File: config.mk
export PLATFORM = sky130hd
export DESIGN_NAME = mul_div_unit
export DESIGN_NICKNAME = d
export VERILOG_FILES = /design/src/rtl/mul_div_unit.sv
export SDC_FILE = /design/constraint.sdc
export NUM_CORES = 1
export LEC_CHECK = 0
export CORE_UTILIZATION = 28
export CTS_CLUSTER_SIZE = 25
export DETAILED_ROUTE_END_ITERATION = 8
export GPL_ROUTABILITY_DRIVEN = 0
export SETUP_SLACK_MARGIN = 0.2
export SLEW_MARGIN = 20
export SYNTH_ARGS = -nofsm -noshare
export SYNTH_HDL_FRONTEND = slang
export SYNTH_SLANG_ARGS = --single-unit
export TNS_END_PERCENT = 20
File: constraint.sdc
create_clock -name clk -period 9.9 [get_ports clk]
set_input_delay 2.97 -clock clk [delete_from_list [all_inputs] [get_ports clk]]
set_output_delay 2.97 -clock clk [all_outputs]
set_load 0.05 [all_outputs]
File: src/rtl/mul_div_unit.sv
// mul_div_unit: iterative shift-add multiplier / restoring divider holding the HI/LO registers
module mul_div_unit #(
   parameter int WIDTH = 32
) (
   input  logic             clk,
   input  logic             rst,
   input  logic             start,
   input  logic [1:0]       op,
   input  logic [WIDTH-1:0] srca,
   input  logic [WIDTH-1:0] srcb,
   input  logic             we_hi,
   input  logic             we_lo,
   input  logic [WIDTH-1:0] wd,
   output logic             busy,
   output logic             done,
   output logic [WIDTH-1:0] hi,
   output logic [WIDTH-1:0] lo
);
   localparam int CW = $clog2(WIDTH);
   typedef enum logic [1:0] {IDLE, CALC, SIGN, DONE} state_t;
   state_t             state_q, state_d;
   logic               is_div_q, negq_q, negr_q, accept, last;
   logic [CW-1:0]      cnt_q;
   logic [WIDTH-1:0]   a_q, b_q, hi_q, lo_q, hi_d, lo_d, abs_a, abs_b, quot_s, rem_s;
   logic [2*WIDTH-1:0] acc_q, acc_d, prod_s;
   logic [WIDTH:0]     mul_sum, div_sh, div_tr;
   logic               sgn, sa, sb;
   assign accept = start && !busy;
   assign last   = cnt_q == CW'(WIDTH - 1);
   assign sgn    = ~op[0];
   assign sa     = sgn & srca[WIDTH-1];
   assign sb     = sgn & srcb[WIDTH-1];
   assign abs_a  = sa ? -srca : srca;
   assign abs_b  = sb ? -srcb : srcb;
   assign hi     = hi_q;
   assign lo     = lo_q;
   // state register
   always_ff @(posedge clk)
      state_q <= rst ? IDLE : state_d;
   // next-state: accepted start always enters CALC, even from DONE
   always_comb
      state_d = accept               ? CALC :
                state_q == CALC      ? (last ? SIGN : CALC) :
                state_q == SIGN      ? DONE :
                                       IDLE;
   // outputs decoded from the state
   always_comb begin
      busy = state_q == CALC || state_q == SIGN;
      done = state_q == DONE;
   end
   // one iteration step; the remainder never exceeds the divisor, so div_tr[WIDTH] is the trial sign,
   // and with a zero divisor the remainder only ever holds a WIDTH-bit dividend prefix
   always_comb begin
      mul_sum = {1'b0, acc_q[2*WIDTH-1:WIDTH]} + (b_q[0] ? {1'b0, a_q} : '0);
      div_sh  = {acc_q[2*WIDTH-1:WIDTH], a_q[WIDTH-1]};
      div_tr  = div_sh - {1'b0, b_q};
      acc_d   = is_div_q ? {div_tr[WIDTH] ? div_sh[WIDTH-1:0] : div_tr[WIDTH-1:0], acc_q[WIDTH-2:0], ~div_tr[WIDTH]}
                         : {mul_sum, acc_q[WIDTH-1:1]};
      prod_s  = negq_q ? -acc_q : acc_q;
      quot_s  = negq_q ? -acc_q[WIDTH-1:0] : acc_q[WIDTH-1:0];
      rem_s   = negr_q ? -acc_q[2*WIDTH-1:WIDTH] : acc_q[2*WIDTH-1:WIDTH];
      hi_d    = state_q == SIGN ? (is_div_q ? rem_s : prod_s[2*WIDTH-1:WIDTH]) : (!busy && we_hi) ? wd : hi_q;
      lo_d    = state_q == SIGN ? (is_div_q ? quot_s : prod_s[WIDTH-1:0]) : (!busy && we_lo) ? wd : lo_q;
   end
   // datapath: latch magnitudes and sign flags on start, iterate in CALC, load HI/LO
   always_ff @(posedge clk) begin
      if (rst) begin
         is_div_q <= 1'b0;
         negq_q   <= 1'b0;
         negr_q   <= 1'b0;
         cnt_q    <= '0;
         a_q      <= '0;
         b_q      <= '0;
         acc_q    <= '0;
         hi_q     <= '0;
         lo_q     <= '0;
      end else begin
         hi_q <= hi_d;
         lo_q <= lo_d;
         if (accept) begin
            is_div_q <= op[1];
            negq_q   <= (sa ^ sb) & |srcb;
            negr_q   <= sa & op[1];
            cnt_q    <= '0;
            a_q      <= abs_a;
            b_q      <= abs_b;
            acc_q    <= '0;
         end else if (state_q == CALC) begin
            cnt_q <= cnt_q + 1'b1;
            acc_q <= acc_d;
            a_q   <= is_div_q ? {a_q[WIDTH-2:0], 1'b0} : a_q;
            b_q   <= is_div_q ? b_q : {1'b0, b_q[WIDTH-1:1]};
         end
      end
   end
endmodule
==> results.tsv, run 1 <==
stage	metric	value	unit
outcome	status	finished clean	
timing	RSZ-0062 raised after global routing	no	
synth	syn nets	2253	
timing	post-route minimum period	6072	ps
timing	Slew @ Worst Pin	1189	ps
synth	Mapped Area	0.01574	sq mm
setup_path	slowest CP cell	or4_1	
detailed_routing	DRT iter0 DRCs	1293	
clock_tree	Skew-Pair Late Insertion Delay	560	ps
synth	yosys warns	0	
global_routing	total track usage	0.1879	
floorplanning	Initial Util	0.2846	
clock_tree	Worst-path clk slew	70	ps
detailed_routing	routed wire length	55420	um
detailed_routing	Vias/cell	5.559	
timing	Slew Viols, Final	0	
setup_path	crit-path max FO	5	
detailed_routing	routed len/inst	19.10	um
synth	Synth Register Bits	202	
setup_path	crit path from	srcb[10]	
setup_path	WP data arrival	6520	ps
synth	share of the synthesized area in the top cell type	0.2569	
pwr	worst vdd ir	0.0001053	V
clock_tree	cells resized by post-CTS repair	0	
final_layout	fillers	5905	
setup_path	FF-to-FF Start	acc_q[39]	
timing	Fin Clk Skew	18.31	ps
floorplanning	Core Footprint	0.05531	sq mm
global_routing	vias in the first global route	15160	
place	Port Buffers	168	
global_routing	grt total ovfl	0	
place	Post-Place Setup Slack	3275	ps
synth	Synth area leaders	dfxtp_1 (26%), a211oi_1 (8.3%), ha_1 (5.9%)	
pwr	leak pwr	7.139	nW
global_routing	initial antenna violation count	0	
detailed_routing	# DRC	0	
detailed_routing	DRT antenna net count	0	
final_layout	P&R area growth vs syn	19.50	%
final_layout	antenna cells	0	
synth	Syn Area/Cell	7.589	sq um
clock_tree	clock buffer depth	3	
setup_path	Crit path largest cell delay	600	ps
floorplanning	I/O pin cnt	169	
global_routing	first-pass GRT wire length	86210	um
place	dpl cells	2855	
clock_tree	H-Tree Depth	1	
clock_tree	CTS Sinks	202	
timing	final setup TNS	0	ps
detailed_routing	routed vias	16130	
synth	Top FF cell, synth	dfxtp_1	
floorplanning	Die Area	0.05716	sq mm
pwr	power density cells	150.9	mW/mm^2
synth	post-synth top area cell	dfxtp_1	
synth	sequential-to-total area share from yosys stat	0.2569	
detailed_routing	TritonRoute pass-1 iters	7	
synth	Netlist cell types	71	
synth	EDFF count, synth	0	
clock_tree	setup bufs post-CTS	0	
timing	final worst-path cycle share	0.6133	
clock_tree	Root Buffer	clkbuf_16	
timing	maximum clock frequency	164.7	MHz
final_layout	non-filler cells, final	2901	
timing	final hold vios	0	
timing	final worst-path setup slack	3828	ps
floorplanning	num rows	86	
setup_path	WP data required	10350	ps
synth	Mapped Cells	2074	
clock_tree	CTS tree	built	
timing	final setup vio count	0	
clock_tree	CTS Buf Count	25	
timing	Hold WS	484.9	ps
setup_path	crit path cell chain	clkdlybuf4s50_1 > or4_1 > nor4_1 > nand3b_1 > nor4b_1 > nand2_1 > or3_1 > nor2b_1 > nor2_1 > mux2_2 > a22o_1	
job	Max Cap Violations	0	
final_layout	share of layout cells above drive strength 1	0.04598	
hold_path	Min-Delay Startpoint	b_q[25]	
final_layout	Nets	2313	
floorplanning	Die X	239.1	um
synth	ys async rst share	0	
place	hpwl dp	40600	um
setup_path	CP Capture Type	flop	
hold_path	worst min-delay path class	reg2reg	
global_routing	largest net degree at the start of global routing	103	
floorplanning	Die Ht	239.1	um
setup_path	startpoint types	input port	
clock_tree	CTS Hold Buffers Added	0	
setup_path	critical path class	in2reg	
timing	Worst slew margin	0.2052	
[placed cells by master, fill, tap and decap left out, types with 10 or more instances in the layout]
master	count
ha_1	72
o21bai_1	10
buf_4	20
clkdlybuf4s50_1	167
nor3_1	25
inv_1	64
a311oi_1	56
dfxtp_1	201
nand4_1	19
nor4_1	23
nand3_1	51
o31ai_1	16
nand2b_1	17
a211oi_1	173
xor2_1	94
o41ai_1	14
a31oi_1	10
o21ai_0	93
and2_1	44
nor2b_1	18
xnor2_1	77
o22ai_1	13
a21oi_1	145
or3_1	20
mux2i_1	47
and3_1	71
nand2_1	189
nor2_1	196
a21o_1	39
mux2_2	12
clkbuf_16	25
[cells by family after synthesis]
| family | after synthesis | synth area share |
|---|---|---|
| xor gates and xnor gates | 171 | 0.09516 |
| buffers and inverters | 219 | 0.05302 |
| AOI/OAI and AO/OA | 636 | 0.2756 |
| DFF | 202 | 0.2569 |
| adders and majority gates | 76 | 0.06137 |
| and+or+nand+nor | 711 | 0.2194 |
| muxes | 59 | 0.03848 |
[per-stage QoR]
stage	area [sq um]	util	total power, mW
floorplan	15740	-	1.584
detailed placement	17950	0.3245	1.874
CTS	18810	0.3401	2.840
finish	18810	0.3401	2.838
global route	18810	0.3401	2.976
global placement	17940	0.3245	1.859
[power by group]
group / switching [mW] / internal (mW) / leakage (nW)
logic: 0.565 / 0.363 / 5.06
registers: 0.0733 / 0.871 / 1.66
clock network: 0.393 / 0.572 / 0.417
total: 1.03 / 1.81 / 7.14
[sequential cells by signal (all words and copies together), names as in the netlist, 2 cells and up]
name     cells
state_q      2
a_q         32
b_q         32
lo          32
hi          32
cnt_q        5
acc_q       64
[layout make-up]
cell class	instances	area (sq um)	area share
Multi-Input combinational cell	1653	10900	0.5794
Sequential cell	202	4048	0.2152
Timing Repair Buffer	187	1822	0.09686
Tap cell	748	935.9	0.04976
Clock buffer	36	737.0	0.03918
Inverter	65	244.0	0.01297
Clock inverter	10	123.9	0.006586
[synth_stat cells (64+ instances only)]
cell,instances
xor2_1,94
nor2_1,197
o21ai_0,93
dfxtp_1,202
clkbuf_1,139
nand2_1,191
a21oi_1,145
and3_1,71
ha_1,74
xnor2_1,77
inv_1,64
a211oi_1,173
[final timing paths]
check | end | slack [ps] | cells past startpoint
hold / removal | b_q[24] | 480 | 2
setup / recovery | negq_q | 3830 | 11
setup reg to reg | acc_q[45] | 5590 | 11
hold reg to reg | b_q[24] | 480 | 2
[layer usage]
metal,up-vias,part of all wire,track usage
met5,-,0,0
met4,0,0.019,0.04274
met3,83,0.072,0.02656
met2,681,0.44,0.2990
met1,7614,0.47,0.2656
li1,7750,-,-
[worst max-delay path: cells and delay by family]
kind / cells / cell delay [ps]
and+or+nand+nor: 8 / 2650
AOI/OAI and AO/OA: 1 / 170
muxes: 1 / 260
buffers and inverters: 1 / 450
Note: power is estimated with default switching activity, not from simulation.
==> inputs of run 2 (changes only) <==
Clock period 9.9 ns to 5.7 ns, I/O delays scaled along.
==> run 2 against run 1 <==
Effect of this change: clock skew is 7.8 ps lower; worst setup slack lost 2900 ps; final cell count up 0.17%; sequential cell count stayed put.
==> results.tsv, run 2 (same netlist as run 1, synthesis figures left out) <==
stage	metric	value	unit	change
outcome	status	finished clean		
setup_path	critical path class	in2reg		
global_routing	grt total ovfl	0		unchanged
final_layout	largest register by flop count	acc_q		
clock_tree	setup bufs post-CTS	0		unchanged
timing	Fin Clk Skew	10.55	ps	-7.758 ps
clock_tree	CTS Sinks	202		unchanged
timing	Worst slew margin	0.3217		+0.1165
final_layout	share of layout cells above drive strength 1	0.04912		+0.003137
pwr	switching share of total power	0.3483		-0.01507
floorplanning	Die Area	0.05716	sq mm	unchanged
final_layout	Nets	2318		+0.22%
clock_tree	Skew-Pair Late Insertion Delay	550	ps	about the same
place	Port Buffers	168		unchanged
timing	final hold vios	0		unchanged
timing	RSZ-0062 raised after global routing	no		
setup_path	startpoint types	input port		
pwr	Internal Power	3.335	mW	+85%
place	dpl cells	2860		+0.18%
pwr	sequential power share	0.320		-0.013
global_routing	largest net degree at the start of global routing	84		-18%
final_layout	fillers	5915		+0.17%
detailed_routing	routed len/inst	18.82	um	-1.5%
final_layout	final core occ	0.3428		+0.002714
clock_tree	CTS tree	built		
pwr	power density cells	269.9	mW/mm^2	+79%
clock_tree	Root Buffer	clkbuf_16		
final_layout	finished layout cell area	0.01896	sq mm	+0.80%
final_layout	antenna cells	0		unchanged
detailed_routing	routed vias	16060		-0.45%
timing	maximum clock frequency	209.2	MHz	
pwr	clock power share	0.363		+0.023
final_layout	commonest non-fill, non-tap cell in the layout	dfxtp_1		
place	hpwl dp	40600	um	about the same
setup_path	crit-path max FO	5		unchanged
final_layout	non-filler cells, final	2906		+0.17%
detailed_routing	routed wire length	54700	um	-1.3%
job	Max Cap Violations	0		unchanged
setup_path	WP data required	6140	ps	-4210 ps
timing	Slew @ Worst Pin	1017	ps	-171.8 ps
setup_path	WP data arrival	5220	ps	-1300 ps
pwr	worst vdd ir	0.0001743	V	+65%
final_layout	max FFs per register	64		unchanged
detailed_routing	Vias/cell	5.525		-0.62%
timing	final worst-path cycle share	0.8386		
detailed_routing	DRT iter0 DRCs	1387		+7.3%
timing	post-route minimum period	4780	ps	
pwr	Gate power share	0.318		-0.009
clock_tree	H-Tree Depth	1		unchanged
timing	final setup vio count	0		unchanged
pwr	NetSw	1.782	mW	+73%
pwr	leak pwr	7.221	nW	+1.2%
final_layout	commonest non-fill, non-tap cells in the layout	dfxtp_1 (201), nor2_1 (196), nand2_1 (189)		
detailed_routing	DRT antenna net count	0		unchanged
clock_tree	CTS Buf Count	25		unchanged
timing	final setup TNS	0	ps	unchanged
floorplanning	num rows	86		unchanged
place	Cell Area, Placed	0.01799	sq mm	+0.27%
timing	Slew Viols, Final	0		unchanged
floorplanning	Initial Util	0.2846		unchanged
clock_tree	clock buffer depth	3		unchanged
setup_path	CP Capture Type	flop		
detailed_routing	# DRC	0		unchanged
global_routing	first-pass GRT wire length	85880	um	-0.38%
final_layout	P&R area growth vs syn	20.45	%	
clock_tree	cells resized by post-CTS repair	0		unchanged
detailed_routing	TritonRoute pass-1 iters	5		-2
hold_path	worst min-delay path class	reg2reg		
floorplanning	Core Footprint	0.05531	sq mm	unchanged
global_routing	vias in the first global route	15160		+0.0066%
global_routing	total track usage	0.1865		-0.001359
global_routing	initial antenna violation count	1		+1
floorplanning	I/O pin cnt	169		unchanged
clock_tree	CTS Hold Buffers Added	0		unchanged
floorplanning	Die X	239.1	um	unchanged
floorplanning	Die Ht	239.1	um	unchanged
clock_tree	Worst-path clk slew	60	ps	about the same
run 2: cell types whose count changed in the layout (fill, tap and decap cells not counted):
cell        before  now
bufinv_16        2    6
clkbuf_16       25   26
buf_4           20   24
buf_12           0    1
clkinv_2         1    3
inv_6            2    1
clkinvlp_4       2    1
clkinv_4         3    1
clkbuf_1         4    2
clkbuf_8         7    6
run 2: metal layers:
layer  wire length, um  up-vias  track usage
li1                  -     7741            -
met4              1217        0      0.04545
met1             25920     7568       0.2677
met3              3887       91      0.02436
met2             23680      656       0.2919
met5                 0        -            0
run 2: final timing paths:
path              from   endpoint  slack [ps]  cells past startpoint
min            b_q[25]    b_q[24]         490                      2
min reg2reg    b_q[25]    b_q[24]         490                      2
max reg2reg  acc_q[39]  acc_q[45]        1440                     11
max           srcb[10]     negq_q         920                     11
run 2: area by class of cell:
| cell class | count | area, sq um | share of cell area |
|---|---|---|---|
| multi-input combinational | 1653 | 10900 | 0.5748 |
| sequential | 202 | 4048 | 0.2135 |
| timing repair buffer | 192 | 1872 | 0.09873 |
| tap | 748 | 935.9 | 0.04937 |
| clock buffer | 34 | 740.7 | 0.03907 |
| inverter | 65 | 244.0 | 0.01287 |
| clock inverter | 12 | 220.2 | 0.01162 |
run 2: critical path, cell delays in order:
cell and delay, ps:
clkdlybuf4s50_1 450, or4_1 600, nor4_1 420, nand3b_1 250
nor4b_1 530, nand2_1 190, or3_1 390, nor2b_1 170
nor2_1 60, mux2_2 270, a22o_1 170
run 2: per-stage QoR:
step	setup WS (ps)	hold slack (ps)	total power [mW]
after global placement	476.7	466.2	3.242
final	920.0	485.5	5.117
after floorplan	1411	452.0	2.751
after detailed placement	410.3	485.6	3.264
after global routing	687.6	502.8	5.356
after CTS	941.0	489.5	5.120
run 2: power groups by stage:
stage | registers [mW] | logic [mW] | clock network [mW]
CTS | 1.63 | 1.61 | 1.88
global route | 1.65 | 1.77 | 1.94
global placement | 1.66 | 1.58 | 0
finish | 1.64 | 1.63 | 1.86
detailed placement | 1.66 | 1.60 | 0
floorplan | 1.71 | 1.04 | 0
==> inputs of run 3 (changes only) <==
Clock period 5.7 ns to 4.43 ns, I/O delays scaled along.
==> run 3 against run 2 <==
Effect of this change: sequential cell count did not move; register-to-register slack got worse by 950 ps; sequential power rose by 28%; final cell count rose by 1.4%; clock power rose by 5%; hold slack improved by 1.6 ps; critical path depth rose by 1; via count rose by 1.5%; routed wire length rose by 1.1%.
==> results.tsv, run 3 (same netlist as run 1, synthesis figures left out) <==
stage	metric	value	unit	change
setup_path	crit path cell chain	clkdlybuf4s50_1 > nor4_1 > nand4b_1 > or4_1 > nor4_1 > buf_4 > and2_1 > nand3b_1 > o41ai_1 > xnor2_1 > nor2_1 > a311oi_1		
setup_path	CP Capture Type	flop		
final_layout	commonest non-fill, non-tap cell in the layout	dfxtp_1		
timing	Worst slew margin	0.2486		-0.07307
global_routing	grt total ovfl	0		unchanged
pwr	Internal Power	3.916	mW	+17%
clock_tree	CTS Hold Buffers Added	0		unchanged
pwr	total power	6.204	mW	+21%
pwr	sequential power share	0.338		+0.018
clock_tree	Skew-Pair Late Insertion Delay	550	ps	about the same
final_layout	Nets	2359		+1.8%
pwr	clock power share	0.314		-0.049
place	Post-Place Setup Slack	4.499	ps	-405.8 ps
timing	maximum clock frequency	251.9	MHz	
final_layout	fillers	5832		-1.4%
detailed_routing	DRT antenna net count	0		unchanged
clock_tree	setup bufs post-CTS	0		unchanged
detailed_routing	routed vias	16300		+1.5%
clock_tree	Root Buffer	clkbuf_16		
floorplanning	Die Area	0.05716	sq mm	unchanged
place	dpl cells	2902		+1.5%
place	hpwl dp	41150	um	+1.3%
detailed_routing	DRT iter0 DRCs	1441		+3.9%
pwr	NetSw	2.288	mW	+28%
setup_path	CP delay by family, top	simple AND/OR/NAND/NOR gates		
clock_tree	CTS tree	built		
timing	final hold vios	0		unchanged
final_layout	finished layout cell area	0.01911	sq mm	+0.79%
pwr	worst vdd ir	0.0002240	V	+28%
final_layout	final core occ	0.3455		+0.002692
setup_path	WP data required	4870	ps	-1270 ps
detailed_routing	# DRC	0		unchanged
final_layout	largest register by flop count	acc_q		
floorplanning	Initial Util	0.2846		unchanged
floorplanning	Core Footprint	0.05531	sq mm	unchanged
setup_path	CP bufs+invs	2		+1
setup_path	startpoint types	input port		
detailed_routing	routed len/inst	18.76	um	-0.32%
timing	final setup vio count	0		unchanged
floorplanning	num rows	86		unchanged
floorplanning	Die X	239.1	um	unchanged
timing	Slew @ Worst Pin	1127	ps	+109.6 ps
place	Cell Area, Placed	0.01835	sq mm	+2.0%
final_layout	P&R area growth vs syn	21.40	%	
setup_path	crit-path max FO	3		-2
clock_tree	CTS Sinks	202		unchanged
clock_tree	H-Tree Depth	1		unchanged
detailed_routing	TritonRoute pass-1 iters	5		unchanged
global_routing	vias in the first global route	14970		-1.3%
final_layout	max FFs per register	64		unchanged
global_routing	largest net degree at the start of global routing	109		+30%
pwr	Gate power share	0.347		+0.029
final_layout	non-filler cells, final	2946		+1.4%
final_layout	share of layout cells above drive strength 1	0.06415		+0.01503
detailed_routing	routed wire length	55280	um	+1.1%
job	Max Cap Violations	0		unchanged
global_routing	initial antenna violation count	0		-1
global_routing	total track usage	0.1872		+0.0007042
timing	post-route minimum period	3971	ps	
timing	Slew Viols, Final	0		unchanged
detailed_routing	Vias/cell	5.533		+0.15%
pwr	leak pwr	7.342	nW	+1.7%
clock_tree	clock buffer depth	3		unchanged
floorplanning	Die Ht	239.1	um	unchanged
timing	Fin Clk Skew	12.31	ps	+1.752 ps
setup_path	Crit path largest cell delay	460	ps	-140 ps
setup_path	WP data arrival	4410	ps	-810 ps
floorplanning	I/O pin cnt	169		unchanged
clock_tree	cells resized by post-CTS repair	0		unchanged
setup_path	slowest CP cell	or4_1		
final_layout	antenna cells	0		unchanged
outcome	status	finished clean		
pwr	switching share of total power	0.3688		+0.02045
pwr	power density cells	324.7	mW/mm^2	+20%
final_layout	commonest non-fill, non-tap cells in the layout	dfxtp_1 (201), nor2_1 (196), nand2_1 (190)		
hold_path	worst min-delay path class	reg2reg		
timing	final setup TNS	0	ps	unchanged
timing	Hold WS	487.1	ps	+1.617 ps
timing	final worst-path setup slack	459.5	ps	-460.6 ps
setup_path	critical path class	in2reg		
clock_tree	Worst-path clk slew	60	ps	about the same
global_routing	first-pass GRT wire length	85920	um	about the same
timing	final worst-path cycle share	0.8963		
timing	RSZ-0062 raised after global routing	no		
clock_tree	CTS Buf Count	24		-4.0%
place	Port Buffers	168		unchanged
setup_path	crit-path most repeated cell	nor4_1		
==> run 3: final cells by class <==
| type | instances | area (sq um) | share of cell area |
|---|---|---|---|
| multi-input cells | 1653 | 10900 | 0.5702 |
| clock inverters | 9 | 56.30 | 0.002947 |
| well taps | 748 | 935.9 | 0.04898 |
| repair buffers | 234 | 2225 | 0.1164 |
| flip-flops and latches | 202 | 4048 | 0.2118 |
| inverters | 65 | 244.0 | 0.01277 |
| clock buffers | 35 | 703.2 | 0.03680 |
==> run 3: power groups by stage <==
stage | combinational (mW) | sequential, mW | clock (mW)
2_1_floorplan | 1.34 | 2.20 | 0
4_1_cts | 2.12 | 2.10 | 1.98
5_1_grt | 2.33 | 2.12 | 2.05
6_report | 2.15 | 2.10 | 1.95
3_5_place_dp | 2.11 | 2.14 | 0
3_3_place_gp | 2.09 | 2.13 | 0
==> run 3: worst paths after layout <==
| path | startpoint | end | slack, ps | cells after the start |
|---|---|---|---|---|
| worst max-delay path | srca[4] | a_q[29] | 460 | 12 |
| worst min-delay path | b_q[5] | b_q[4] | 490 | 2 |
| worst max register to register | b_q[8] | acc_q[37] | 490 | 14 |
| worst min register to register | b_q[5] | b_q[4] | 490 | 2 |
==> run 3: worst register-to-register path: cells and delay by family, from the launching register on <==
kind,cells,cell delay (ps)
compound gates,6,1350
simple gates,3,990
buf+inv,3,510
fa+ha+maj,1,410
flops,1,360
mux,1,200
==> run 3: routing by layer <==
layer  track usage  part of all wire  vias to the layer above
met4       0.04021             0.017                        0
met5             0                 0                        -
met3       0.02309             0.074                       69
li1              -                 -                     7828
met1        0.2735              0.47                     7740
met2        0.2906              0.44                      664
